$ cat src/rtl/data_mem_lsu.sv
// Load/store unit for the RV32I multicycle data memory: byte/half/word access with
// lane alignment, read-modify-write for sub-word stores and split misaligned access.
module data_mem_lsu #(
   parameter int unsigned ADDR_W = 32
) (
   input  logic              clk,
   input  logic              rst_n,
   input  logic              req,
   input  logic              we,
   input  logic [ADDR_W-1:0] addr,
   input  logic [31:0]       wdata,
   input  logic [1:0]        ls_ctrl,
   input  logic              sign_ctrl,
   output logic              busy,
   output logic              done,
   output logic              err,
   output logic [31:0]       rdata,
   output logic [ADDR_W-1:0] mem_addr,
   output logic              mem_we,
   output logic [31:0]       mem_wdata,
   input  logic [31:0]       mem_rdata
);

   typedef enum logic [2:0] {
      S_IDLE, S_RD0, S_RD1, S_WR0, S_WR1, S_DONE
   } state_t;

   state_t            state;
   logic              we_q, sign_q;
   logic [1:0]        size_q, off_q;
   logic [ADDR_W-3:0] widx_q;
   logic [31:0]       wdata_q, buf0, buf1;

   logic [ADDR_W-3:0] widx_nxt;
   logic [ADDR_W-1:0] w0, w1;
   logic [2:0]        nbytes;
   logic              split;
   logic [7:0]        lane_base, lane_mask;
   logic [63:0]       data_sh, old_pair, new_pair, ld_pair;
   logic [31:0]       ld_val;

   function automatic logic [31:0] extract(input logic [63:0] pair, input logic [1:0] off,
                                           input logic [1:0] size, input logic zext);
      logic [31:0] sh;
      sh = 32'(pair >> {off, 3'b000});
      case (size)
         2'b00:   extract = {{24{~zext & sh[7]}}, sh[7:0]};
         2'b01:   extract = {{16{~zext & sh[15]}}, sh[15:0]};
         default: extract = sh;
      endcase
   endfunction

   assign widx_nxt = widx_q + {{(ADDR_W-3){1'b0}}, 1'b1};
   assign w0       = {widx_q, 2'b00};
   assign w1       = {widx_nxt, 2'b00};

   always_comb begin
      nbytes    = 3'd4;
      lane_base = 8'h0F;
      case (size_q)
         2'b00: begin nbytes = 3'd1; lane_base = 8'h01; end
         2'b01: begin nbytes = 3'd2; lane_base = 8'h03; end
         default: ;
      endcase
   end

   assign split     = ({1'b0, off_q} + nbytes) > 3'd4;
   assign lane_mask = lane_base << off_q;

   // Both words are treated as one 64-bit window so a split store is a single merge.
   assign data_sh  = {32'b0, wdata_q} << {off_q, 3'b000};
   assign old_pair = {buf1, buf0};

   always_comb begin
      new_pair = old_pair;
      for (int unsigned i = 0; i < 8; i++) begin
         if (lane_mask[i]) new_pair[i*8 +: 8] = data_sh[i*8 +: 8];
      end
   end

   assign ld_pair = (state == S_RD1) ? {mem_rdata, buf0} : {32'b0, mem_rdata};
   assign ld_val  = extract(ld_pair, off_q, size_q, sign_q);

   always_comb begin
      mem_addr  = '0;
      mem_wdata = '0;
      case (state)
         S_RD0: mem_addr = w0;
         S_RD1: mem_addr = w1;
         S_WR0: begin mem_addr = w0; mem_wdata = new_pair[31:0];  end
         S_WR1: begin mem_addr = w1; mem_wdata = new_pair[63:32]; end
         default: ;
      endcase
   end

   assign mem_we = ((state == S_WR0) || (state == S_WR1)) && rst_n;

   always_ff @(posedge clk) begin
      if (!rst_n) begin
         state   <= S_IDLE;
         busy    <= 1'b0;
         done    <= 1'b0;
         err     <= 1'b0;
         rdata   <= '0;
         we_q    <= 1'b0;
         sign_q  <= 1'b0;
         size_q  <= '0;
         off_q   <= '0;
         widx_q  <= '0;
         wdata_q <= '0;
         buf0    <= '0;
         buf1    <= '0;
      end else begin
         done <= 1'b0;
         err  <= 1'b0;
         case (state)
            S_IDLE: if (req) begin
               we_q    <= we;
               sign_q  <= sign_ctrl;
               size_q  <= ls_ctrl;
               off_q   <= addr[1:0];
               widx_q  <= addr[ADDR_W-1:2];
               wdata_q <= wdata;
               busy    <= 1'b1;
               if (ls_ctrl == 2'b11) begin
                  state <= S_DONE;
                  done  <= 1'b1;
                  err   <= 1'b1;
                  rdata <= '0;
               end else begin
                  state <= S_RD0;
               end
            end
            S_RD0: begin
               buf0 <= mem_rdata;
               if (split)     state <= S_RD1;
               else if (we_q) state <= S_WR0;
               else begin
                  state <= S_DONE;
                  done  <= 1'b1;
                  rdata <= ld_val;
               end
            end
            S_RD1: begin
               buf1 <= mem_rdata;
               if (we_q) state <= S_WR0;
               else begin
                  state <= S_DONE;
                  done  <= 1'b1;
                  rdata <= ld_val;
               end
            end
            S_WR0: begin
               if (split) state <= S_WR1;
               else begin
                  state <= S_DONE;
                  done  <= 1'b1;
               end
            end
            S_WR1: begin
               state <= S_DONE;
               done  <= 1'b1;
            end
            default: begin
               state <= S_IDLE;
               busy  <= 1'b0;
            end
         endcase
      end
   end

endmodule

$ cat config.mk
export PLATFORM = sky130hd
export DESIGN_NAME = data_mem_lsu
export DESIGN_NICKNAME = d
export VERILOG_FILES = /design/src/rtl/data_mem_lsu.sv
export SDC_FILE = /design/constraint.sdc
export NUM_CORES = 1
export LEC_CHECK = 0
export BUFFER_PORTS_ARGS = -buffer_cell sky130_fd_sc_hd__clkbuf_2
export CORE_UTILIZATION = 50
export CTS_CLUSTER_DIAMETER = 120
export DETAILED_ROUTE_END_ITERATION = 6
export HOLD_SLACK_MARGIN = 0.12
export PLACE_DENSITY = 0.77
export SYNTH_ARGS = -nofsm -noshare
export SYNTH_HDL_FRONTEND = slang
export SYNTH_SLANG_ARGS = --single-unit
$ cat constraint.sdc
create_clock -name clk -period 3.4 [get_ports clk]
set_clock_uncertainty 0.05 [all_clocks]
set_input_delay 0.68 -clock clk [delete_from_list [all_inputs] [get_ports clk]]
set_output_delay 0.68 -clock clk [all_outputs]
set_load 0.1 [all_outputs]
# Word-level counts from Yosys, hierarchy flattened
# Cells that the tools add are included.
# word_totals
ff_bits	170
input_bits	103
out_inout_bits	100
wordCells	77
# classes
addsub	2
n_lt_le_gt_ge	1
n_eq_ne	9
shifts	3
n_mux	33
n_bitwise	4
reduce_logical	12
# ops
op	n
32-bit one-hot mux with 2 select lines	3
32-bit two-way mux	4
32-bit one-hot mux with 3 select lines	1
64-bit two-way mux	1
8-bit two-way mux	8
32-bit by 5-bit left shift with 64-bit output	1
64-bit by 5-bit >> shifter with 32-bit output	1
30-bit by 1-bit adder with 30-bit output, second input constant	1
3-bit one-hot mux with 5 select lines	1
3-bit two-way mux	4
4-bit one-hot mux with 2 select lines	1
8-bit by 2-bit left shift with 8-bit output	1
1-bit two-way mux	7
3-bit by 2-bit == test with 1-bit output, second input constant	2
2-bit != test, second input constant	3
3-bit one-hot mux with 2 select lines	1
2-bit AND reduction	3
1-bit one-hot mux with 5 select lines	1
4-bit AND reduction	1
2-bit OR reduction	2
4-bit OR reduction	1
2-bit by 3-bit adder with 3-bit output	1
3-bit by 1-bit == test with 1-bit output, second input constant	1
3-bit == test, second input constant	1
11 further kinds	13

# Longest topological paths before layout
# Gate-level depths: netlist (run 1).
# logic_depth
ltp_word	8
ltp_mapped	12
ltp_nobuf	9

# Worst setup path before layout (run 1)
# Ideal clock, no wire load.
# synth_timing
path_kind	flip-flop to output port
startpoint	register off_q[0]
endpoint	output port mem_wdata[30]
t_arrival_ns	4.516
t_required_ns	2.670
slack_ns	-1.846
stages_incl_launch_ff	11
n_path_buf	4
cell_sequence	dfxtp_1 clkbuf_1 inv_1 buf_1 clkbuf_1 ha_1 nand2b_1 and2_0 clkbuf_1 mux2i_1 o21ai_0
# synth_between
elab_chain_len	3
word_cells_on_any_way	5
cone_classes	shift (2); mux (3)
# synth_lines
element	line_no	rtl
start: declaration	30	logic [1:0] size_q, off_q;
start signal: assignment	121	off_q <= addr[1:0];
32-bit by 5-bit left shift with 64-bit output / 8-bit by 2-bit left shift with 8-bit output (equally long branches)	71, 68	
8-bit two-way mux	77	if (lane_mask[i]) new_pair[i*8 +: 8] = data_sh[i*8 +: 8];
32-bit one-hot mux with 2 select lines (*)	87	case (state)
end: declaration	20	output logic [31:0] mem_wdata,
# Every way passes the cells marked *; elsewhere a longest branch is shown, timed or not.

# Worst setup path in the final report (run 1)
# layout_timing
startpoint	register widx_q[1]
endpoint	output port mem_addr[30]
# layout_between
elab_chain_len	2
# layout_lines
element	line_no	rtl
start: declaration	31	logic [ADDR_W-3:0] widx_q;
start signal: assignment	122	widx_q <= addr[ADDR_W-1:2];
30-bit by 1-bit adder with 30-bit output	53	assign widx_nxt = widx_q + {{(ADDR_W-3){1'b0}}, 1'b1};
32-bit one-hot mux with 2 select lines	87	
end: declaration	18	output logic [ADDR_W-1:0] mem_addr,
# Every way passes these cells.

==> results of run 1 <==
-- worst max-delay path, stage by stage (launching register included) --
cell and delay [ns]:
dfxtp_1 0.40, ha_1 0.23, nand4_1 0.25, nor3_1 0.30, nand4_1 0.22, or4_1 0.52
nand3_1 0.14, buf_12 0.19
-- through the flow --
stage,hold slack [ns],cell area (sq um),utilization
floorplan,0.386,10100,-
global placement,0.387,12200,0.652
detailed placement,0.390,12200,0.652
CTS,0.398,12900,0.686
global route,0.398,13000,0.692
finish,0.404,13000,0.692
-- routing by layer --
layer  part of all wire  track usage  vias up
met2               0.46        0.540      661
met5            0.00037            0        -
met3              0.095       0.0740      120
met4              0.046        0.163        2
li1                   -            -     4858
met1               0.40        0.452     4914
-- state kept, by name, summed over array words and instances, names as in the netlist --
name and cells:
size_q 2, state 3, done 1, rdata 32
buf1 32, busy 1, widx_q 30, sign_q 1
buf0 32, we_q 1, err 1, off_q 2
wdata_q 32
-- power groups by stage --
| stage | combinational [W] | clock (W) | sequential, W |
|---|---|---|---|
| finish | 0.00253 | 0.00192 | 0.00243 |
| global route | 0.00266 | 0.00202 | 0.00245 |
| CTS | 0.00249 | 0.00193 | 0.00242 |
| detailed placement | 0.00247 | 0 | 0.00246 |
| global placement | 0.00244 | 0 | 0.00245 |
| floorplan | 0.00134 | 0 | 0.00290 |
-- how the worst max path moves through the flow --
stage               slack [ns]      endpoint  startpoint  cells past startpoint
global placement          0.07  mem_addr[29]   widx_q[5]                      6
detailed placement       -0.14  mem_addr[29]   widx_q[5]                      6
CTS                      0.004  mem_addr[19]    state[0]                      5
finish                   -0.02  mem_addr[30]   widx_q[1]                      7
global route             -0.08  mem_addr[30]   widx_q[1]                      7
floorplan                -0.46  mem_wdata[5]    off_q[0]                      7
-- cell usage after synthesis, drive strengths merged (4+ instances only) --
| cell type | count |
|---|---|
| nand2 | 359 |
| a21oi | 177 |
| dfxtp | 170 |
| mux2i | 93 |
| o21ai | 79 |
| clkbuf | 77 |
| nand3 | 34 |
| nor2 | 33 |
| buf | 29 |
| o22ai | 28 |
| o31ai | 19 |
| nand4 | 13 |
| and3 | 12 |
| mux2 | 10 |
| mux4 | 10 |
| inv | 9 |
| o221ai | 8 |
| nand2b | 7 |
| xor2 | 7 |
| a221oi | 6 |
| nor3 | 6 |
| o311ai | 6 |
| a211oi | 5 |
| and2 | 5 |
| o41ai | 5 |
| nor2b | 4 |
| o21a | 4 |
| o2bb2ai | 4 |
-- cell families after synthesis --
logic type / share of synthesized area
buffers and inverters: 0.0499
and+or+nand+nor: 0.219
muxes: 0.132
adders and majority gates: 0.00598
DFF: 0.353
other: 0.000389
xor gates and xnor gates: 0.00818
AOI/OAI and AO/OA: 0.232
-- cell usage in the layout (no fill, tap or decap), types with 4 or more instances in the layout --
cell type and instances:
a211oi_1 5, a21oi_1 173, a21oi_2 4, a221oi_1 5, and3_1 11, buf_12 67
buf_4 38, clkbuf_16 17, clkbuf_2 137, dfxtp_1 164, dfxtp_2 5, inv_1 8
inv_6 5, mux2_2 10, mux2i_1 93, mux4_2 10, nand2_1 357, nand2b_1 7
nand3_1 33, nand4_1 13, nor2_1 29, nor2b_1 4, nor3_1 4, o21a_1 4
o21ai_0 52, o21ai_2 17, o21ai_4 7, o221ai_1 8, o22ai_1 7, o22ai_2 15
o22ai_4 6, o2bb2ai_1 4, o31ai_1 16, o41ai_4 5, xor2_1 7
-- what timing repair did --
item / CTS / global route
hold buffers: 0 / 0
setup endpoints to repair: 10 / 39
buffers inserted: 3 / 5
pin swaps: 1 / 3
gates resized for setup: 9 / 20
-- layout make-up --
| type | count | area, sq um | share of cell area |
|---|---|---|---|
| clock inverters | 14 | 134 | 0.0103 |
| repair buffers | 242 | 2310 | 0.178 |
| well taps | 234 | 293 | 0.0225 |
| multi-input cells | 993 | 6350 | 0.489 |
| inverters | 10 | 43.8 | 0.00337 |
| flip-flops and latches | 170 | 3410 | 0.263 |
| clock buffers | 18 | 439 | 0.0338 |
==> results.json, run 1 <==
{
  "status": "finished with violations",
  "violations": "setup timing",
  "setup_tns_ns": -0.0194,
  "place_congestion": 0.939,
  "worstHoldStart": "rdata[30]",
  "synthDistinctLibCells": 71,
  "insertion_delay_ns": 0.43,
  "vias": 10600,
  "reg2reg_to": "rdata[14]",
  "power.net_switching_w": 0.00294,
  "worst_pin_slew_ns": 0.690,
  "syn_inst": 1278,
  "synth.avg_cell_area_sq_um": 7.54,
  "die_h_microns": 141,
  "grt_antenna_before_repair": 1,
  "setup_viol": 1,
  "internal-power_w": 0.00395,
  "required_ns": 2.67,
  "async_flop_share": 0,
  "p_clk_frac": 0.279,
  "finalWirelength_microns": 34700,
  "io_pins": 203,
  "drc": 0,
  "drtIter0Drc": 1206,
  "reg2reg_from": "off_q[1]",
  "ant_nets": 0,
  "cts_tree": "yes",
  "cts-root-buf": "clkbuf_16",
  "synth_top_area_cell": "dfxtp_1",
  "synth_seq_cells": 170,
  "swShare": 0.426,
  "grtUsageTotal": 0.345,
  "p_seq_frac": 0.353,
  "hold_path_end": "rdata[30]",
  "io_buffers": 200,
  "dieWidth_microns": 141,
  "ys_seq_area_frac": 0.353,
  "max_slew_margin": 0.540,
  "synth_edf_count": 0,
  "worstSetupStartpointType": "flop",
  "wl_per_cell_microns": 20.6,
  "overflow": 0,
  "rows": 50,
  "die_area_sq_um": 19800,
  "crit_arrival_ns": 2.69,
  "first_global_vias": 9521,
  "synth_top_cell_area_share": 0.353,
  "post-route-min-period_ns": 3.42,
  "ys.warnings.count": 0,
  "initial_core_util": 0.513,
  "ys_top_cells_by_area": "dfxtp_1, nand2_1, mux2i_1",
  "pre_cts_ws_ns": -0.141,
  "fmax_mhz": 292,
  "worst_r2r_path_depth": 7,
  "n_antenna_cell": 0,
  "hold_class": "reg -> reg",
  "layout_setup_ws_ns": -0.0194,
  "fin_nets": 1541,
  "hold_viol": 0,
  "post_drt_via_cell_ratio": 6.28,
  "path_class": "reg -> out",
  "period_share": 1.01,
  "num-fill-cells": 1483,
  "combPwrFrac": 0.368,
  "ir_worst_vdd_uv": 359,
  "cp-end-kind": "primary output",
  "final_cells": 1681,
  "numCtsBuffers": 17,
  "area_growth_pct": 34.8,
  "coreArea_sq_um": 18800,
  "dpl.cell_count": 1641,
  "grt_pass1_wl_microns": 52900,
  "rrSetupSlack_ns": 0.27,
  "clock-sinks": 170,
  "place_hpwl_microns": 24300,
  "syn-cell-area_sq_um": 9630,
  "drive_above_1_share": 0.270,
  "clk_pin_slew_ns": 0.07,
  "whs_path_depth": 2,
  "synth_flop_cell": "dfxtp_1",
  "grt_max_degree": 144,
  "cap_violations": 0,
  "clk_path_buf_depth": 2,
  "power.leakage_nw": 5.00,
  "slew_viol_final": 0,
  "cts-htree-levels": 4,
  "crit_fanout": 5,
  "dr.pass1.iters": 6,
  "power.density_nw_per_um2": 530,
  "power_w": 0.00689
}
Power figures use the tool's default switching activity.
==> run 2, diff against run 1 <==
Settings changed: RECOVER_POWER set to 25.
==> run 2 against run 1 <==
  * Clock power hardly changed
  * Register-to-register slack better by 0.03 ns
  * The flow finishes with violations (capacitance limit, slew limit)
  * Critical path type unchanged
  * Combinational power hardly changed
  * Total power hardly changed
  * Final area is 0.31% lower
  * Fmax is 1.3% higher
  * Flip-flop and latch count stayed put
  * Critical endpoint unchanged
  * Global-route usage stayed put
  * Die area stayed put
  * Worst setup slack better by 0.044 ns
==> results.json, run 2 (same netlist as run 1, synthesis figures left out) <==
{
  "status": "finished with violations",
  "violations": "capacitance limit, slew limit",
  "max_slew_margin": -0.112,
  "num-fill-cells": 1497,
  "internal-power_w": 0.00394,
  "die_h_microns": 141,
  "post_drt_via_cell_ratio": 6.27,
  "clk_path_buf_depth": 2,
  "use_met3": 0.0740,
  "reg2reg_from": "off_q[1]",
  "hold_viol": 0,
  "grtUsageTotal": 0.345,
  "overflow": 0,
  "cts-root-buf": "clkbuf_16",
  "grt_util_met1": 0.452,
  "setup_viol": 0,
  "place_congestion": 0.939,
  "drc": 0,
  "multi_input_area_sq_um": 6350,
  "required_ns": 2.67,
  "drtIter0Drc": 1254,
  "initial_core_util": 0.513,
  "worst_pin_slew_ns": 1.67,
  "grt_antenna_before_repair": 1,
  "slew_viol_final": 144,
  "numCtsBuffers": 17,
  "drive_above_1_share": 0.255,
  "clock-sinks": 170,
  "regArea_sq_um": 3410,
  "ir_worst_vdd_uv": 358,
  "cap_violations": 1,
  "io_buffers": 200,
  "dr.pass1.iters": 6,
  "n_antenna_cell": 0,
  "whs_path_depth": 2,
  "ant_nets": 0,
  "place_hpwl_microns": 24300,
  "cts-htree-levels": 4,
  "p_clk_frac": 0.280,
  "grt_max_degree": 144,
  "power.leakage_nw": 4.92,
  "vias": 10500,
  "pre_cts_ws_ns": -0.141,
  "fmax_mhz": 296,
  "final_common_cell": "nand2_1",
  "cp-end-kind": "primary output",
  "busiest_layer": "met2",
  "worstSetupStartpointType": "flop",
  "crit_arrival_ns": 2.65,
  "rows": 50,
  "grt_use_met2": 0.540,
  "combPwrFrac": 0.366,
  "layout_setup_ws_ns": 0.0248,
  "crit_fanout": 5,
  "worstHoldStart": "rdata[30]",
  "first_global_vias": 9521,
  "swShare": 0.427,
  "rrSetupSlack_ns": 0.30,
  "insertion_delay_ns": 0.43,
  "area_growth_pct": 34.4,
  "coreArea_sq_um": 18800,
  "io_pins": 203,
  "hold_path_end": "rdata[30]",
  "dpl.cell_count": 1641,
  "post-route-min-period_ns": 3.38,
  "finalWirelength_microns": 34700,
  "worst_r2r_path_depth": 7,
  "p_seq_frac": 0.353,
  "final_cells": 1681,
  "clk_pin_slew_ns": 0.07,
  "period_share": 0.993,
  "fin_nets": 1541,
  "die_area_sq_um": 19800,
  "dieWidth_microns": 141,
  "mostFrequentLayoutCells": "nand2_1, a21oi_1, dfxtp_1",
  "path_class": "reg -> out",
  "hold_class": "reg -> reg",
  "power.net_switching_w": 0.00294,
  "cts_tree": "yes",
  "power.density_nw_per_um2": 532,
  "grt_pass1_wl_microns": 52900,
  "hold_buffers": 0,
  "reg2reg_to": "rdata[12]",
  "wl_per_cell_microns": 20.6
}
==> run 2: power by group through the flow <==
| stage | Clock, W | Sequential (W) | Combinational (W) |
|---|---|---|---|
| 6_report | 0.00193 | 0.00243 | 0.00252 |
| 5_1_grt | 0.00202 | 0.00245 | 0.00265 |
| 4_1_cts | 0.00193 | 0.00242 | 0.00249 |
| 3_5_place_dp | 0 | 0.00246 | 0.00247 |
| 3_3_place_gp | 0 | 0.00245 | 0.00244 |
| 2_1_floorplan | 0 | 0.00290 | 0.00134 |
==> run 2: what timing repair did <==
| item | 4_1_cts | 5_1_grt |
|---|---|---|
| cloned | 0 | 0 |
| setup buffers | 3 | 5 |
| pin swaps | 1 | 3 |
| gates resized for setup | 9 | 20 |
| endpoints found under the setup margin | 10 | 39 |
==> run 2: worst max path at each step <==
stage | from | endpoint | depth (start not counted)
6_report | widx_q[1] | mem_addr[30] | 7
5_1_grt | widx_q[1] | mem_addr[30] | 7
4_1_cts | state[0] | mem_addr[19] | 5
3_5_place_dp | widx_q[5] | mem_addr[29] | 6
3_3_place_gp | widx_q[5] | mem_addr[29] | 6
2_1_floorplan | off_q[0] | mem_wdata[5] | 7
==> run 2: cell type report <==
| cell class | count | share of cell area |
|---|---|---|
| sequential | 170 | 0.264 |
| tap | 234 | 0.0226 |
| multi-input combinational | 993 | 0.491 |
| timing repair buffer | 242 | 0.176 |
| clock buffer | 18 | 0.0339 |
| clock inverter | 14 | 0.0103 |
| inverter | 10 | 0.00329 |
==> run 2: per-layer routing <==
metal	vias up	wire (microns)	part of all wire
met3	118	3350	0.097
li1	4859	-	-
met5	-	13	0.00037
met1	4878	13800	0.40
met2	675	16000	0.46
met4	2	1560	0.045
==> run 2: critical path, stage by stage (launching register included) <==
cell and delay [ns]:
dfxtp_1 0.40, ha_1 0.23, nand4_1 0.26, nor3_1 0.26, nand4_1 0.21, or4_1 0.52
nand3_1 0.14, buf_12 0.19
==> run 2: per-stage QoR <==
stage	util	hold slack, ns	TNS [ns]	area, sq um	total power [W]
after floorplan	-	0.386	-1.63	10100	0.00423
after global placement	0.652	0.387	0	12200	0.00489
after detailed placement	0.652	0.390	-0.141	12200	0.00493
after CTS	0.686	0.398	0	12900	0.00684
after global routing	0.690	0.398	-0.127	12900	0.00712
final	0.690	0.402	0	12900	0.00688
==> run 3, diff against run 2 <==
Settings changed: CELL_PAD_IN_SITES_DETAIL_PLACEMENT set to 1, CELL_PAD_IN_SITES_GLOBAL_PLACEMENT set to 2, CORE_UTILIZATION 50 to 28, PLACE_DENSITY 0.77 to unset, PLACE_DENSITY_LB_ADDON set to 0.1.
==> run 3 against run 2 <==
  * The flow still finishes with violations (capacitance limit, slew limit)
  * Global-route usage down 11 points
  * Critical endpoint unchanged
  * Critical path depth unchanged
  * Critical path type unchanged
  * Fmax up 1.5%
  * Sequential power about the same
  * Highest routed layer is now met4
==> results.json, run 3 (same netlist as run 1, synthesis figures left out) <==
{
  "grtUsageTotal": 0.236,
  "path_buf_inv": 1,
  "clock-sinks": 170,
  "rrSetupSlack_ns": 0.26,
  "overflow": 0,
  "dieWidth_microns": 187,
  "worst_pin_slew_ns": 1.80,
  "crit_arrival_ns": 2.60,
  "cp_common_cell": "nand4_1",
  "first_global_vias": 9913,
  "worstSetupStartpointType": "flop",
  "endpoint": "mem_addr[30]",
  "initial_core_util": 0.286,
  "p_clk_frac": 0.302,
  "crit_fanout": 6,
  "max_stage_delay_ns": 0.52,
  "insertion_delay_ns": 0.45,
  "crit_start": "widx_q[0]",
  "violations": "capacitance limit, slew limit",
  "path_cells": "ha_2, nand4_1, nor3_2, nand4_1, or4_1, nand3_1, buf_12",
  "num-fill-cells": 4044,
  "n_antenna_cell": 0,
  "reg2reg_to": "rdata[13]",
  "swShare": 0.420,
  "path_class": "reg -> out",
  "hold_class": "in -> reg",
  "p_seq_frac": 0.340,
  "rsz0062_at_grt": "true",
  "area_growth_pct": 38.1,
  "crit_cells": 7,
  "final_core_util": 0.395,
  "pre_cts_ws_ns": 0.289,
  "fmax_mhz": 301,
  "dr.pass1.iters": 5,
  "grt_pass1_wl_microns": 63100,
  "setup_viol": 0,
  "hold_slack_ns": 0.399,
  "dpl.cell_count": 1867,
  "grt_antenna_before_repair": 0,
  "rows": 67,
  "power.net_switching_w": 0.00303,
  "ir_worst_vdd_uv": 390,
  "post-route-min-period_ns": 3.33,
  "finalWirelength_microns": 41800,
  "slew_viol_final": 144,
  "power.leakage_nw": 4.97,
  "ant_nets": 0,
  "combPwrFrac": 0.359,
  "die_h_microns": 187,
  "period_share": 0.978,
  "layout_setup_ws_ns": 0.0748,
  "slowest_stage": "or4_1",
  "final_cells": 1902,
  "post_drt_via_cell_ratio": 5.29,
  "power.density_nw_per_um2": 541,
  "cp-end-kind": "primary output",
  "fin_area_sq_um": 13300,
  "grt_max_degree": 144,
  "final_common_cell": "nand2_1",
  "status": "finished with violations",
  "clk_pin_slew_ns": 0.07,
  "cts-htree-levels": 4,
  "wl_per_cell_microns": 22.0,
  "io_pins": 203,
  "hold_viol": 0,
  "worst_r2r_path_depth": 8,
  "reg2reg_from": "size_q[1]",
  "critPathTopFamily": "simple AND/OR/NAND/NOR gates",
  "place_area_sq_um": 12600,
  "cts-root-buf": "clkbuf_16",
  "drc": 0,
  "io_buffers": 200,
  "numCtsBuffers": 17,
  "cts_tree": "yes",
  "required_ns": 2.67,
  "clk_path_buf_depth": 2,
  "cap_violations": 1,
  "max_slew_margin": -0.199,
  "internal-power_w": 0.00417,
  "drive_above_1_share": 0.264,
  "mostFrequentLayoutCells": "nand2_1, a21oi_1, dfxtp_1",
  "vias": 10100,
  "fin_nets": 1548,
  "die_area_sq_um": 35100,
  "place_congestion": 0.813,
  "place_hpwl_microns": 30600,
  "coreArea_sq_um": 33700,
  "drtIter0Drc": 700
}
## run 3: power by group through the flow
stage | logic [W] | clock network (W) | registers, W
after floorplan | 0.00134 | 0 | 0.00290
after global placement | 0.00257 | 0 | 0.00248
after detailed placement | 0.00258 | 0 | 0.00249
after CTS | 0.00260 | 0.00223 | 0.00244
after global routing | 0.00274 | 0.00231 | 0.00247
final | 0.00258 | 0.00217 | 0.00245
## run 3: repair_timing
action,CTS,global route
setup buffers,1,2
pin swaps,0,2
hold endpoints to repair,0,0
setup endpoints to repair,12,27
resized for setup,8,23
hold buffers,0,0
## run 3: worst min path at each step
stage               startpoint     endpoint  depth (start not counted)
finish               wdata[27]  wdata_q[27]                          3
CTS                   addr[18]   widx_q[16]                          3
detailed placement   rdata[30]    rdata[30]                          2
global route          addr[22]   widx_q[20]                          3
global placement     rdata[30]    rdata[30]                          2
floorplan              buf1[0]      buf1[0]                          2
## run 3: worst register-to-register path: cells and delay by family (launching register included)
kind,cells,cell delay (ns)
compound gates,4,1.51
fa+ha+maj,1,0.40
simple gates,2,0.38
flops,1,0.35
buf+inv,1,0.34
## run 3: through the flow
stage,total power (W),TNS (ns)
2_1_floorplan,0.00423,-1.63
3_3_place_gp,0.00505,0
3_5_place_dp,0.00507,0
4_1_cts,0.00726,-0.0324
5_1_grt,0.00752,-0.194
6_report,0.00720,0
## run 3: layer usage
metal | share of wire | global-route usage | up-vias
met5 | 0 | 0 | -
met4 | 0.020 | 0.0675 | 0
met3 | 0.032 | 0.0349 | 34
met2 | 0.46 | 0.375 | 217
met1 | 0.48 | 0.330 | 4965
li1 | - | - | 4853
## run 3: area by class of cell
class,count,area (sq um),share of cell area
clock buffer,18,439,0.0330
multi-input combinational,993,6330,0.476
inverter,10,38.8,0.00291
clock inverter,14,193,0.0145
tap,448,561,0.0421
timing repair buffer,249,2330,0.175
sequential,170,3420,0.257
